**config.mk**
```make
export PLATFORM = sky130hd
export DESIGN_NAME = rate_meter
export DESIGN_NICKNAME = d
export VERILOG_FILES = /design/src/rtl/rate_meter.sv
export SDC_FILE = /design/constraint.sdc
export NUM_CORES = 1
export LEC_CHECK = 0
export ABC_CLOCK_PERIOD_IN_PS = 3100
export CAP_MARGIN = 20
export CORE_MARGIN = 1.5
export CORE_UTILIZATION = 60
export CTS_BUF_LIST = sky130_fd_sc_hd__clkbuf_4 sky130_fd_sc_hd__clkbuf_8
export CTS_CLUSTER_DIAMETER = 120
export CTS_CLUSTER_SIZE = 16
export DETAILED_ROUTE_END_ITERATION = 8
export PLACE_DENSITY = 0.93
export REMOVE_ABC_BUFFERS = 1
export SETUP_SLACK_MARGIN = 0.15
export SLEW_MARGIN = 20
export SYNTH_ARGS = -nofsm -noshare
export SYNTH_HDL_FRONTEND = slang
export SYNTH_SLANG_ARGS = --single-unit
```
**constraint.sdc**
```tcl
create_clock -name clk -period 3.1 [get_ports clk]
set_clock_uncertainty 0.1 [all_clocks]
set_input_delay 0.62 -clock clk [delete_from_list [all_inputs] [get_ports clk]]
set_output_delay 0.62 -clock clk [all_outputs]
set_load 0.1 [all_outputs]
```
**src/rtl/rate_meter.sv**
```systemverilog
// rate_meter: counts rising edges of an asynchronous signal over a gate
// window of enabled clk cycles and reports a saturated per-window rate.
module rate_meter #(
   parameter int unsigned GATE_CYCLES = 4194304,
   parameter int unsigned WIDTH       = 8,
   parameter int unsigned SYNC_STAGES = 2
) (
   input  logic             clk,
   input  logic             reset,
   input  logic             sig_in,
   input  logic             enable,
   output logic [WIDTH-1:0] rate,
   output logic             rate_valid,
   output logic             overflow
);

   localparam int unsigned GW = $clog2(GATE_CYCLES);
   localparam logic [GW-1:0] GATE_LAST = GW'(GATE_CYCLES - 1);
   localparam logic [WIDTH-1:0] CNT_MAX = '1;

   logic [SYNC_STAGES-1:0] sync_q, sync_d;
   logic                   prev_q;
   logic [GW-1:0]          gate_q, gate_d;
   logic [WIDTH-1:0]       cnt_q, cnt_d;
   logic                   wovf_q, wovf_d;
   logic [WIDTH-1:0]       rate_q, rate_d;
   logic                   valid_q, valid_d;
   logic                   ovf_q, ovf_d;

   logic                   edge_det;
   logic                   terminal;
   logic                   cnt_full;
   logic                   cnt_hit;
   logic [WIDTH-1:0]       cnt_sat;
   logic                   ovf_now;

   assign sync_d   = {sync_q[SYNC_STAGES-2:0], sig_in};
   assign edge_det = sync_q[SYNC_STAGES-1] & ~prev_q;
   assign terminal = enable & (gate_q == GATE_LAST);
   assign cnt_full = (cnt_q == CNT_MAX);
   assign cnt_hit  = enable & edge_det;
   assign cnt_sat  = (cnt_hit & ~cnt_full) ? cnt_q + 1'b1 : cnt_q;
   // A terminal-cycle edge belongs to the closing window, so fold it in.
   assign ovf_now  = wovf_q | (cnt_hit & cnt_full);

   always_comb begin
      gate_d  = gate_q;
      cnt_d   = cnt_q;
      wovf_d  = wovf_q;
      rate_d  = rate_q;
      ovf_d   = ovf_q;
      valid_d = 1'b0;
      if (terminal) begin
         gate_d  = '0;
         cnt_d   = '0;
         wovf_d  = 1'b0;
         rate_d  = cnt_sat;
         ovf_d   = ovf_now;
         valid_d = 1'b1;
      end else if (enable) begin
         gate_d  = gate_q + 1'b1;
         cnt_d   = cnt_sat;
         wovf_d  = ovf_now;
      end
   end

   always_ff @(posedge clk) begin
      if (reset) begin
         sync_q  <= '0;
         prev_q  <= 1'b0;
         gate_q  <= '0;
         cnt_q   <= '0;
         wovf_q  <= 1'b0;
         rate_q  <= '0;
         valid_q <= 1'b0;
         ovf_q   <= 1'b0;
      end else begin
         sync_q  <= sync_d;
         prev_q  <= sync_q[SYNC_STAGES-1];
         gate_q  <= gate_d;
         cnt_q   <= cnt_d;
         wovf_q  <= wovf_d;
         rate_q  <= rate_d;
         valid_q <= valid_d;
         ovf_q   <= ovf_d;
      end
   end

   assign rate       = rate_q;
   assign rate_valid = valid_q;
   assign overflow   = ovf_q;

endmodule

```
Yosys cells after proc, flatten, opt, wreduce, memory -nomap -nowiden:

Cells that the tools add are included.

* $add $sub $neg: 2
* equality and inequality tests: 2
* muxes and demuxes: 2
* bitwise logic cells: 8
* reduce and logical (&&, ||, !) cells: 1

Operators by type and width (count)
* adder 22 x 1 -> 22 bit, second input constant: 1
* equality test 22 bit, second input constant: 1
* adder 8 x 1 -> 8 bit, second input constant: 1
* equality test 8 bit, second input constant: 1
* 2-to-1 mux 8 bit: 1
* bitwise AND 1 bit: 5
* NOT 1 bit: 2
* OR reduction 2 bit: 1
* 2-to-1 mux 1 bit: 1
* bitwise OR 1 bit: 1

* register bits after elaboration: 44
* input port bits: 4
* output and inout port bits: 10

Longest topological paths before layout:

Gate-level depths: netlist (run 1).

* depth after elaboration: 5
* depth in mapped cells: 8
* mapped depth without buffers: 6

Least setup slack after synthesis (run 1):

OpenSTA, ideal clock, no wires.

* kind: input-to-reg
* start: input port enable
* end: register cnt_q[1]
* setup time: 0.121 ns
* arrival time: 1.696 ns
* path slack: 1.184 ns
* stages on the path: 8
* buffers on the path: 3
* path through: buf_4 -> nand4_4 -> nor2_2 -> and3_1 -> or2_1 -> buf_4 -> buf_6 -> nor2_1

* longest elaborated chain between the ends: 3
* elaborated cells on any way between the ends: 5
* those cells by class: 1 x mux; 3 x bitwise; 1 x reduce/logical

Ends and longest elaborated chain
* start, declared: RTL line 11 `input logic enable,`
* bitwise AND 1 bit: RTL line 41 `assign cnt_hit = enable & edge_det;`
* bitwise AND 1 bit: RTL line 42 `assign cnt_sat = (cnt_hit & ~cnt_full) ? cnt_q + 1'b1 : cnt_q;`
* 2-to-1 mux 8 bit: RTL line 42
* end signal, assigned: RTL line 81 `cnt_q <= cnt_d;`
* end, declared: RTL line 24 `logic [WIDTH-1:0] cnt_q, cnt_d;`

Several ways; a longest one is shown, not always the timed one.
A chain may end at the register's enable or synchronous reset.

Worst setup path in the final report (run 1):

* start: input port enable
* end: register rate_q[5], in the netlist rate[5]

* longest elaborated chain between the ends: 3
* elaborated cells on any way between the ends: 4
* those cells by class: 1 x mux; 3 x bitwise

Ends and longest elaborated chain
* bitwise AND 1 bit: RTL line 41
* bitwise AND 1 bit: RTL line 42
* 2-to-1 mux 8 bit: RTL line 42
* end signal, assigned: RTL line 83 `rate_q <= rate_d;`
* end, declared: RTL line 26 `logic [WIDTH-1:0] rate_q, rate_d;`

Several ways; a longest one is shown, not always the timed one.

==> flow_summary.toml, run 1 <==
[sta]
drv_slew = 0
setup_viol = 0
grt_setup_unrepaired = "false"
hold_viol = 0
max-slew-margin-rel_pct = 71.37
post-route-min-period_ps = 2294
finalCritPeriodShare_pct = 73.99
final.setup.tns_ps = 0
worst_slew_pin_slew_ps = 426.2
setup_slack_ps = 806.2
fmax_ghz = 0.4360

[power]
power_density_mw_per_mm2 = 425.8
p_leak_nw = 0.8093
peakVddDrop_mv = 0.3455

[route]
vias = 1425
antenna_left = 0
avgRoutedWirePerCell_um = 12.32
wl_um = 3266
drcViolationCount = 0
initialDrtViolationCount = 67
dr.pass1.iters = 5
via_per_inst = 5.377

[place]
dp_slack_ps = 425.2
place.gp.congestion = 0.9100
dp.final_hpwl_um = 2299
port_buffers = 13

[clocking]
clk_pin_slew_worst_paths_ps = 120
ctsHtreeMaxLevel = 2
cts_tree = "yes"
cts-root-buf = "clkbuf_4"
cts.sinks = 44
ctsHoldBuffers = 0
cts_buffer_depth = 2
cts_resized = 0
insertion_delay_ps = 360
tritoncts.num_buffers = 5
postCtsSetupBuffers = 0

[yosys]
synth_cells = 202
synth_edf_count = 0
yosysWarnings = 0
synth_top_flop_cell = "dfxtp_1"
mappedNetlistArea_mm2 = 0.001913
synth-seq-cells = 44
synthArstFlopShare_pct = 0
yosysSeqAreaShare_pct = 46.04
synth_area_per_cell_um2 = 9.471
yosysUniqueCellTypes = 39

[global_route]
grt_max_degree = 22
antenna_found_initial = 0
grt_pass1_vias = 1308
grt.overflow.total = 0
grt_pass1_wl_um = 5609
grt.total_usage_pct = 21.39

[floorplan]
die-width_um = 59.47
rows = 20
fp.dieH_um = 59.47
initial_core_util_pct = 62.66
core_mm2 = 0.003053
fp.dieArea_mm2 = 0.003536
io_pins = 14

[setup_path]
critical_path_arrival_ps = 2450
endpoint_kind = "register"
worstSetupPathType = "input port to register"
cp_cell_sequence = "clkdlybuf4s50_1 > nand4_4 > nor2_2 > and3_1 > buf_4 > mux2i_1 > nor2_1"
cpPeakStageDelay_ps = 660
critPathSlowestCell = "clkdlybuf4s50_1"
start_kind = "input port"
cp_max_fo = 10
crit_required_ps = 3250

[cells_and_area]
diodes = 0
area_delta_synth_final_pct = 10.46
layout_common_cells = "dfxtp_1, nor2_1, xor2_1, buf_4, nand3_1"
final_common_cell = "dfxtp_1"
fin_nets = 226
drive_above_1_share_pct = 16.74

[outcome]
outcome = "completed"

[min_path]
hp-class = "register to register"

[flow_run]
drv_cap = 0
critical path, delay by kind of cell:
kind | cells | cell delay [ps]
multiplexers | 1 | 200
AND/OR/NAND/NOR | 4 | 770
buffers and inverters | 2 | 850
path summary, 6_finish.rpt:
check | from | endpoint | slack, ps | cells past startpoint
worst max-delay path | enable | rate[5] | 810 | 7
worst min register to register | sync_q[0] | sync_q[1] | 360 | 1
worst min-delay path | sync_q[0] | sync_q[1] | 360 | 1
worst max register to register | gate_q[0] | rate[5] | 1100 | 7
cell families (layout without fill, tap and decap cells):
family                   Yosys count  count (layout)  synth area share, %
buffers and inverters              9              28                3.727
multiplexers                       7               7                3.728
AO/OA/AOI/OAI                     18              18                6.671
adder cells (fa/ha/maj)            2               2                1.308
AND/OR/NAND/NOR                  100             100                28.45
flip-flops                        44              44                46.04
XOR/XNOR                          22              22                10.07
state kept, by name, summed over array words and instances (netlist names):
name and cells:
wovf_q 1, prev_q 1, gate_q 22, cnt_q 8
rate_valid 1, overflow 1, sync_q 2, rate 8
routing by layer:
layer,share of wire [%],GRT usage [%]
met5,0,0
met4,0.40,6.818
met3,3.9,7.424
met2,49,35.64
met1,47,25.72
where the power goes:
group	internal [mW]	switching [mW]
registers	0.570	0.00379
clock network	0.120	0.177
logic	0.0122	0.0164
area by class of cell:
class                   count  area (µm²)
well taps                  44       55.05
repair buffers             18       142.6
multi-input cells         149       960.9
flip-flops and latches     44       880.8
clock inverters             1       7.507
clock buffers               7       58.81
inverters                   2       7.507
fillers                   251       939.7
through the flow:
step                instance area, µm²  power (mW)  hold WS (ps)  utilization (%)  cells
finish                            2113      0.8998         356.0            69.22    265
detailed placement                2047      0.6157         328.0            67.05    257
CTS                               2113      0.9066         358.3            69.22    265
floorplan                         1849      0.5988         313.8                -    195
global route                      2113      0.9350         369.7            69.22    265
global placement                  2047      0.6146         317.3            67.05    257
cell usage after synthesis, drive strengths merged (4+ instances only):
cell / count / area share [%]
nand4: 7 / 4.2
nor3: 6 / 1.8
nor2b: 6 / 2.0
a21oi: 8 / 2.1
xnor2: 7 / 3.2
xor2: 15 / 6.9
dfxtp: 44 / 46
and3: 6 / 2.3
mux2i: 6 / 3.1
nand3: 14 / 3.7
a211oi: 4 / 2.4
buf: 6 / 3.1
nor2: 39 / 7.9
nand2: 12 / 2.4
Power figures use the tool's default switching activity.
==> run 2, diff against run 1 <==
--- a/config.mk
+++ b/config.mk
@@ -5,15 +5,15 @@
 export SDC_FILE = /design/constraint.sdc
 export NUM_CORES = 1
 export LEC_CHECK = 0
-export ABC_CLOCK_PERIOD_IN_PS = 3100
+export ABC_CLOCK_PERIOD_IN_PS = 1850
 export CAP_MARGIN = 20
 export CORE_MARGIN = 1.5
-export CORE_UTILIZATION = 60
+export CORE_UTILIZATION = 54
 export CTS_BUF_LIST = sky130_fd_sc_hd__clkbuf_4 sky130_fd_sc_hd__clkbuf_8
 export CTS_CLUSTER_DIAMETER = 120
 export CTS_CLUSTER_SIZE = 16
 export DETAILED_ROUTE_END_ITERATION = 8
-export PLACE_DENSITY = 0.93
+export PLACE_DENSITY = 0.89
 export REMOVE_ABC_BUFFERS = 1
 export SETUP_SLACK_MARGIN = 0.15
 export SLEW_MARGIN = 20
==> constraint.sdc (replaced) <==
create_clock -name clk -period 1.85 [get_ports clk]
set_clock_uncertainty 0.1 [all_clocks]
set_input_delay 0.37 -clock clk [delete_from_list [all_inputs] [get_ports clk]]
set_output_delay 0.37 -clock clk [all_outputs]
set_load 0.1 [all_outputs]
==> run 2 against run 1 <==
Worst setup slack got worse by 660 ps. First-iteration DRC count fell by 7.5%. Non-clock buffer count rose by 19. Hold slack improved by 19 ps. Largest cell class unchanged. Critical path type is now register to register. Count of clock-buffer cells in the layout did not move.
==> flow_summary.toml, run 2 (synthesis results as in run 1) <==
[cells_and_area]
drive_above_1_share_pct = 32.92
diodes = 0
fin_nets = 245
largest_register = "gate_q"
largest_register_ffs = 22
layout_common_cells = "dfxtp_1, nor2_1, buf_4, xor2_1, nand3_1"
ff_latch_area_um2 = 898.4
area_delta_synth_final_pct = 29.50
nFillCells = 253
final_common_cell = "dfxtp_1"
multiInputGateArea_mm2 = 0.001020

[clocking]
insertion_delay_ps = 360
cts.sinks = 44
ctsHoldBuffers = 0
cts_buffer_depth = 2
cts_tree = "yes"
clk_pin_slew_worst_paths_ps = 130
tritoncts.num_buffers = 5
cts-root-buf = "clkbuf_4"
ctsHtreeMaxLevel = 2

[sta]
setup_slack_ps = 141.5
grt_setup_unrepaired = "true"
worst_slew_pin_slew_ps = 405.3
hold_viol = 0
setup_viol = 0
fmax_ghz = 0.5853
max-slew-margin-rel_pct = 72.77
finalCritPeriodShare_pct = 92.35
fin_hold_ws_ps = 375.1
drv_slew = 0
final.setup.tns_ps = 0
post-route-min-period_ps = 1708

[route]
dr.pass1.iters = 4
via_per_inst = 5.413
avgRoutedWirePerCell_um = 14.26
antenna_left = 0
vias = 1548
drcViolationCount = 0
wl_um = 4078
initialDrtViolationCount = 62

[global_route]
antenna_found_initial = 0
grt.total_usage_pct = 21.14
grt_pass1_vias = 1462
grt_pass1_wl_um = 6527
grt_max_degree = 21
grt.overflow.total = 0

[min_path]
whs_path_depth = 1
hp-class = "register to register"

[power]
p_leak_nw = 0.9753
peakVddDrop_mv = 0.4950
p_clk_share_pct = 33.2
internal_power_mw = 1.180
seq_power_share_pct = 63.0
swShare_pct = 22.58
power_density_mw_per_mm2 = 615.4
p_sw_uw = 344.2
pwr-share-comb_pct = 3.9

[setup_path]
crit_cells = 6
start_kind = "register"
critical_path_arrival_ps = 1860
worstSetupPathType = "register to register"
worst-path-buf-inv = 1
critPathSlowestCell = "dfxtp_4"
endpoint_kind = "register"
cp_max_fo = 6
cpPeakStageDelay_ps = 390
rr_worst_depth = 6
crit_required_ps = 2010
crit_family = "simple AND/OR/NAND/NOR gates"
cp_cell_sequence = "nand4_1 > nor4_4 > and3_4 > buf_4 > mux2i_1 > nor2_1"

[place]
dp_slack_ps = -268.2
dp.final_hpwl_um = 2611
port_buffers = 13
place.gp.congestion = 0.9680

[outcome]
outcome = "completed"

[floorplan]
die-width_um = 62.52
io_pins = 14
rows = 21
fp.dieH_um = 62.52
core_mm2 = 0.003363
initial_core_util_pct = 56.88
fp.dieArea_mm2 = 0.003909

[flow_run]
drv_cap = 0
[run 2: cell types whose count changed in the layout (fill, tap and decap cells not counted), moves of 2 or more]
cell and delta:
dfxtp_4 +2, nor4_4 +2, buf_4 +5, buf_12 +10, nor2_2 +5, dfxtp_2 +8, nor2_1 -5, ha_2 +2
ha_1 -2, dfxtp_1 -10, buf_6 +3, nor4_2 -2
[run 2: worst paths after layout]
path                  start         to  slack [ps]
setup reg to reg  gate_q[7]    rate[5]         140
setup / recovery  gate_q[7]    rate[5]         140
hold reg to reg   sync_q[0]  sync_q[1]         380
hold / removal    sync_q[0]  sync_q[1]         380
[run 2: stage by stage]
stage | power, mW | instances | util [%] | cell area, µm²
floorplan | 1.003 | 195 | - | 1849
global placement | 1.032 | 271 | 67.34 | 2265
detailed placement | 1.034 | 271 | 67.34 | 2265
CTS | 1.526 | 279 | 70.05 | 2356
global route | 1.588 | 286 | 73.66 | 2477
finish | 1.525 | 286 | 73.66 | 2477
[run 2: cell type report]
cell class / instances / area share, %
Tap cell: 46 / 2.323
Clock inverter: 1 / 0.3030
Inverter: 2 / 0.3030
Timing Repair Buffer: 37 / 17.27
Multi-Input combinational cell: 149 / 41.16
Sequential cell: 44 / 36.26
Clock buffer: 7 / 2.374
[run 2: timing repair]
item / CTS / global route
resized for setup: 12 / 24
pin swaps: 1 / 10
cloned: 0 / 1
endpoints found under the hold margin: 0 / 0
endpoints found under the setup margin: 31 / 35
setup buffers: 0 / 6
[run 2: metal layers]
metal / GRT usage [%] / share of wire, % / up-vias
met5: 0 / 0 / -
met1: 24.69 / 41 / 736
li1: - / - / 768
met3: 3.784 / 3.5 / 8
met4: 9.444 / 1.6 / 0
met2: 37.63 / 54 / 36
[run 2: power groups by stage]
stage	clock [mW]	sequential, mW	combinational [mW]
after floorplan	0	0.982	0.0219
after global placement	0	0.982	0.0496
after detailed placement	0	0.983	0.0511
after CTS	0.512	0.962	0.0513
after global routing	0.562	0.962	0.0643
final	0.506	0.960	0.0589
==> run 3, diff against run 2 <==
--- a/config.mk
+++ b/config.mk
@@ -10,7 +10,7 @@
 export CORE_MARGIN = 1.5
 export CORE_UTILIZATION = 54
 export CTS_BUF_LIST = sky130_fd_sc_hd__clkbuf_4 sky130_fd_sc_hd__clkbuf_8
-export CTS_CLUSTER_DIAMETER = 120
+export CTS_CLUSTER_DIAMETER = 150
 export CTS_CLUSTER_SIZE = 16
 export DETAILED_ROUTE_END_ITERATION = 8
 export PLACE_DENSITY = 0.89
==> results of run 3 <==
No change in the layout: final DEF, timing and power equal those of run 2.
==> variant 1: new RTL, settings of run 2 <==
Add an input register stage for `sig_in` and `enable`; this delays them by one clock.
--- a/src/rtl/rate_meter.sv
+++ b/src/rtl/rate_meter.sv
@@ -19,4 +19,12 @@
    localparam logic [WIDTH-1:0] CNT_MAX = '1;
 
+   logic sig_q;
+   logic enable_q;
+
+   always_ff @(posedge clk) begin
+      sig_q    <= sig_in;
+      enable_q <= enable;
+   end
+
    logic [SYNC_STAGES-1:0] sync_q, sync_d;
    logic                   prev_q;
@@ -35,9 +43,9 @@
    logic                   ovf_now;
 
-   assign sync_d   = {sync_q[SYNC_STAGES-2:0], sig_in};
+   assign sync_d   = {sync_q[SYNC_STAGES-2:0], sig_q};
    assign edge_det = sync_q[SYNC_STAGES-1] & ~prev_q;
-   assign terminal = enable & (gate_q == GATE_LAST);
+   assign terminal = enable_q & (gate_q == GATE_LAST);
    assign cnt_full = (cnt_q == CNT_MAX);
-   assign cnt_hit  = enable & edge_det;
+   assign cnt_hit  = enable_q & edge_det;
    assign cnt_sat  = (cnt_hit & ~cnt_full) ? cnt_q + 1'b1 : cnt_q;
    // A terminal-cycle edge belongs to the closing window, so fold it in.
@@ -58,5 +66,5 @@
          ovf_d   = ovf_now;
          valid_d = 1'b1;
-      end else if (enable) begin
+      end else if (enable_q) begin
          gate_d  = gate_q + 1'b1;
          cnt_d   = cnt_sat;
Function: no difference found for any inputs over 10 cycles, from zero or initial values and one cycle with reset high; that may be too few to reach the edited logic, so the function may still have changed.
==> variant 1 against run 2 <==
Fmax fell by 3.5%. Sequential cell count grew 2. Via count shrank 2.3%. Wire length is 0.27% lower. Area after synthesis is 2.1% higher. Clock power barely moved. Sequential share of layout area increased by 1.1 points. Final area grew 0.61%. Sequential power grew 5%. Critical path depth down 1. Worst setup slack worse by 62 ps. Power up 3.6%. Critical endpoint is now rate[1]$_SDFFE_PP0P_.
==> variant 1: results (changes against run 2) <==
* Met1 WL at 1.74 mm (+3.9%)
* Post-layout nets at 242 (-1.2%)
* Max transition margin at 0.689 (-0.0389)
* Total track usage at 0.206 (-0.00556)
* Skew-Pair Late Insertion Delay at 380 ps (+20 ps)
* Share of cells above drive strength 1 at 0.291 (-0.0380)
* CP peak stage delay at 430 ps (+40 ps)
* Non-Filler Instances at 283 (-1.0%)
* Clock-cell share of area at 0.0256 (-0.00117)
* Fill count at 233 (-7.9%)
* Met3 wire length at 210 um (+49%)
* Post-synthesis compound-gate area fraction at 0.0653 (-0.00137)
* Clock sink total at 46 (+4.5%)
* # placed instances at 270 (-0.37%)
* Worst path slowest cell: dfxtp_1
* Initial DRC Count at 89 (+44%)
* WP data arrival at 1950 ps (+90 ps)
* Peak supply drop at 0.619 mV (+25%)
* Status: finished clean
* Post-Route WL at 4.07 mm (-0.27%)
* Post-Synth Adder-Cell Area at 0.0128 (-0.000268)
* Vias in the first global route at 1436 (-1.8%)
* Via count at 1512 (-2.3%)
* Fraction of area in non-clock buffers at 0.162 (-0.0106)
* Dominant cells by area after synthesis: dfxtp_1 47%, nor2_1 7.1%, xor2_1 6.7%, nand3_1 3.6%, xnor2_1 3.1%
* Routability cong. at 0.834 (-14%)
* Area after DPL at 0.00229 mm2 (+1.3%)
* Synth Area in XOR/XNOR at 0.0987 (-0.00206)
-- variant 1: cell types whose count changed after synthesis, sizes merged --
cell	run 2	this run
dfxtp	44	46
-- variant 1: report_power, final --
| group | switching, mW | internal [mW] | total, mW |
|---|---|---|---|
| clock network | 0.309 | 0.199 | 0.508 |
| registers | 0.00846 | 1.00 | 1.01 |
| logic | 0.0340 | 0.0291 | 0.0630 |
| total | 0.352 | 1.23 | 1.58 |
-- variant 1: path summary, 6_finish.rpt --
| kind | start | end | slack, ps | cells past startpoint |
|---|---|---|---|---|
| worst min-delay path | sig_in | sig_q$_DFF_P_ | 330 | 1 |
| worst min register to register | sig_q$_DFF_P_ | sync_q[0]$_SDFF_PP0_ | 360 | 1 |
| worst max-delay path | cnt_q[4]$_SDFFE_PP0P_ | rate[1]$_SDFFE_PP0P_ | 80 | 5 |
| worst max register to register | cnt_q[4]$_SDFFE_PP0P_ | rate[1]$_SDFFE_PP0P_ | 80 | 5 |
-- variant 1: kinds of logic after synthesis --
family | Yosys count
AND/OR/NAND/NOR | 100
flip-flops | 46
XOR/XNOR | 22
AO/OA/AOI/OAI | 18
buffers and inverters | 9
multiplexers | 7
adder cells (fa/ha/maj) | 2
-- variant 1: timing repair --
action,CTS,global route
gates resized for setup,6,26
pin swaps,0,7
endpoints found under the setup margin,29,35
gates cloned,0,1
buffers inserted,1,3
-- variant 1: worst register-to-register path, delay by kind of cell, from the launching register on --
kind               cells  cell delay [ps]
AOI/OAI and AO/OA      2              390
DFF                    1              430
and+or+nand+nor        2              380
muxes                  1              360
-- variant 1: metal layers --
| layer | track usage | vias up |
|---|---|---|
| li1 | - | 760 |
| met1 | 0.247 | 706 |
| met2 | 0.316 | 39 |
| met3 | 0.0661 | 7 |
| met4 | 0.133 | 0 |
| met5 | 0 | - |
==> variant 2: new RTL, settings of run 2 <==
Made on the original files. The parameter `GATE_CYCLES` goes from 4194304 to 2097152.
--- a/src/rtl/rate_meter.sv
+++ b/src/rtl/rate_meter.sv
@@ -2,5 +2,5 @@
 // window of enabled clk cycles and reports a saturated per-window rate.
 module rate_meter #(
-   parameter int unsigned GATE_CYCLES = 4194304,
+   parameter int unsigned GATE_CYCLES = 2097152,
    parameter int unsigned WIDTH       = 8,
    parameter int unsigned SYNC_STAGES = 2
Function: same outputs for any inputs over 10 cycles, from zero or initial values and one cycle with reset high; that may be too few to reach the edited logic, so the function may still have changed.
==> variant 2 against run 2 <==
The flow now finishes with violations (negative setup slack). Count of clock-buffer cells in the layout decreased by 1. Sequential cell count decreased by 1. First-iteration DRC count increased to 3.8 times the old value. Die area increased by 1.5%. Combinational power increased by 88%. Global-route usage increased by 6.8 points. Cell count increased by 12%. Area after synthesis increased by 1.6%. Final area increased by 16%. Power increased by 11%. Non-clock buffer count increased by 17. Worst setup slack got worse by 250 ps. Sequential power decreased by 1%. Wire length increased by 52%. Critical path type unchanged.
==> variant 2: results (changes against run 2) <==
* Status: finished with violations
* Failing checks: negative setup slack
* Area after DPL at 0.00243 mm2 (+7.3%)
* Vias in the first global route at 1825 (+25%)
* First-pass GRT wire length at 8.67 mm (+33%)
* Lkg Pwr at 0.986 nW (+1.1%)
* H-Tree Depth at 2 (unchanged)
* Peak supply drop at 0.680 mV (+37%)
* Total CTS buffers at 5 (unchanged)
* Port Buffers at 13 (unchanged)
* Post-layout nets at 280 (+14%)
* Share of cells above drive strength 1 at 0.418 (+0.0890)
* Max reg flops at 21 (-4.5%)
* Setup violators final at 35 (+35)
* Routability cong. at 0.862 (-11%)
* Total track usage at 0.280 (+0.0684)
* First drt pass iteration count at 6 (+2)
* Cells after Synth at 222 (+9.9%)
* Dominant cells by area after synthesis: dfxtp_1 44%, xnor2_1 5.0%, nor2_1 4.8%, a21oi_1 3.9%, o21ai_0 3.6%
* Unique masters post-synth at 42 (+7.7%)
* Pin count of the biggest net entering global routing at 14 (-33%)
* Skew-Pair Late Insertion Delay at 380 ps (+20 ps)
* Post-Route WL at 6.19 mm (+52%)
* Max transition margin at 0.689 (-0.0386)
* Switching share of power at 0.229 (+0.00363)
* Seq/Total Area, Yosys at 0.443 (-0.0174)
* Synth cell count leaders: 43 x dfxtp_1, 25 x nor2_1, 15 x a21oi_1
* CP peak stage delay at 480 ps (+90 ps)
* # placed instances at 305 (+13%)
* Worst path slowest cell: or4_4
* Via count at 2048 (+32%)
* Non-Filler Instances at 321 (+12%)
* Setup TNS at -2420 ps (-2420 ps)
* HPWL Detailed at 3.24 mm (+24%)
* Final worst slack at -113 ps (-255 ps)
* Initial DRC Count at 237 (+280%)
variant 2: changes by cell type in the layout (fill, tap and decap cells not counted), moves of 6 or more:
cell	run 2	this run
o21ai_0	2	11
buf_4	20	34
nor2_4	0	9
or3_1	1	9
nor2_1	32	10
nand4_1	4	10
dfxtp_2	8	14
dfxtp_1	34	27
xor2_1	15	2
variant 2: cell families (layout without fill, tap and decap cells):
kind of cell	after synthesis	count (layout)	synth area share
adder cells (fa/ha/maj)	2	2	0.0129
AND/OR/NAND/NOR	99	100	0.285
flip-flops	43	43	0.443
AO/OA/AOI/OAI	46	46	0.141
buffers and inverters	15	67	0.0380
XOR/XNOR	13	13	0.0586
multiplexers	4	4	0.0212
variant 2: worst paths after layout:
path | from | to | cells past startpoint
max | gate_q[1]$_SDFFE_PP0P_ | gate_q[14]$_SDFFE_PP0P_ | 6
min | sync_q[0]$_SDFF_PP0_ | sync_q[1]$_SDFF_PP0_ | 1
max reg2reg | gate_q[1]$_SDFFE_PP0P_ | gate_q[14]$_SDFFE_PP0P_ | 6
min reg2reg | sync_q[0]$_SDFF_PP0_ | sync_q[1]$_SDFF_PP0_ | 1
variant 2: critical path: cells and delay by family (launching register included):
kind	cells	cell delay (ps)
buffers and inverters	1	170
adder cells (fa/ha/maj)	1	150
AND/OR/NAND/NOR	3	930
AO/OA/AOI/OAI	1	150
flip-flops	1	390
variant 2: cell type report:
| type | count | area [um2] |
|---|---|---|
| Multi-Input combinational cell | 165 | 1220 |
| Sequential cell | 43 | 886 |
| Timing Repair Buffer | 54 | 598 |
| Fill cell | 160 | 522 |
| Tap cell | 46 | 57.6 |
| Clock buffer | 6 | 51.3 |
| Clock inverter | 2 | 35.0 |
| Inverter | 5 | 18.8 |
variant 2: per-layer routing:
| layer | track usage | part of all wire | routed length, um | vias to the layer above |
|---|---|---|---|---|
| met5 | 0 | 0 | 0 | - |
| met4 | 0.117 | 0.035 | 214 | 0 |
| met3 | 0.0667 | 0.081 | 499 | 29 |
| met2 | 0.473 | 0.49 | 3010 | 137 |
| met1 | 0.339 | 0.40 | 2460 | 968 |
| li1 | - | - | - | 914 |
variant 2: what timing repair did:
action / 4_1_cts / 5_1_grt
setup buffers: 4 / 2
setup endpoints to repair: 38 / 39
cloned: 1 / 1
pin swaps: 11 / 25
resized for setup: 27 / 53
variant 2: through the flow:
stage	hold slack [ps]	worst slack [ps]
CTS	353	-24.5
global placement	323	-291
detailed placement	324	-400
floorplan	314	-314
global route	384	-181
finish	353	-113
variant 2: power by group through the flow:
stage	sequential, mW	clock, mW	combinational [mW]
after floorplan	0.964	0	0.0269
after global placement	0.963	0	0.0749
after detailed placement	0.964	0	0.0783
after CTS	0.944	0.638	0.0820
after global routing	0.949	0.691	0.116
final	0.947	0.639	0.111
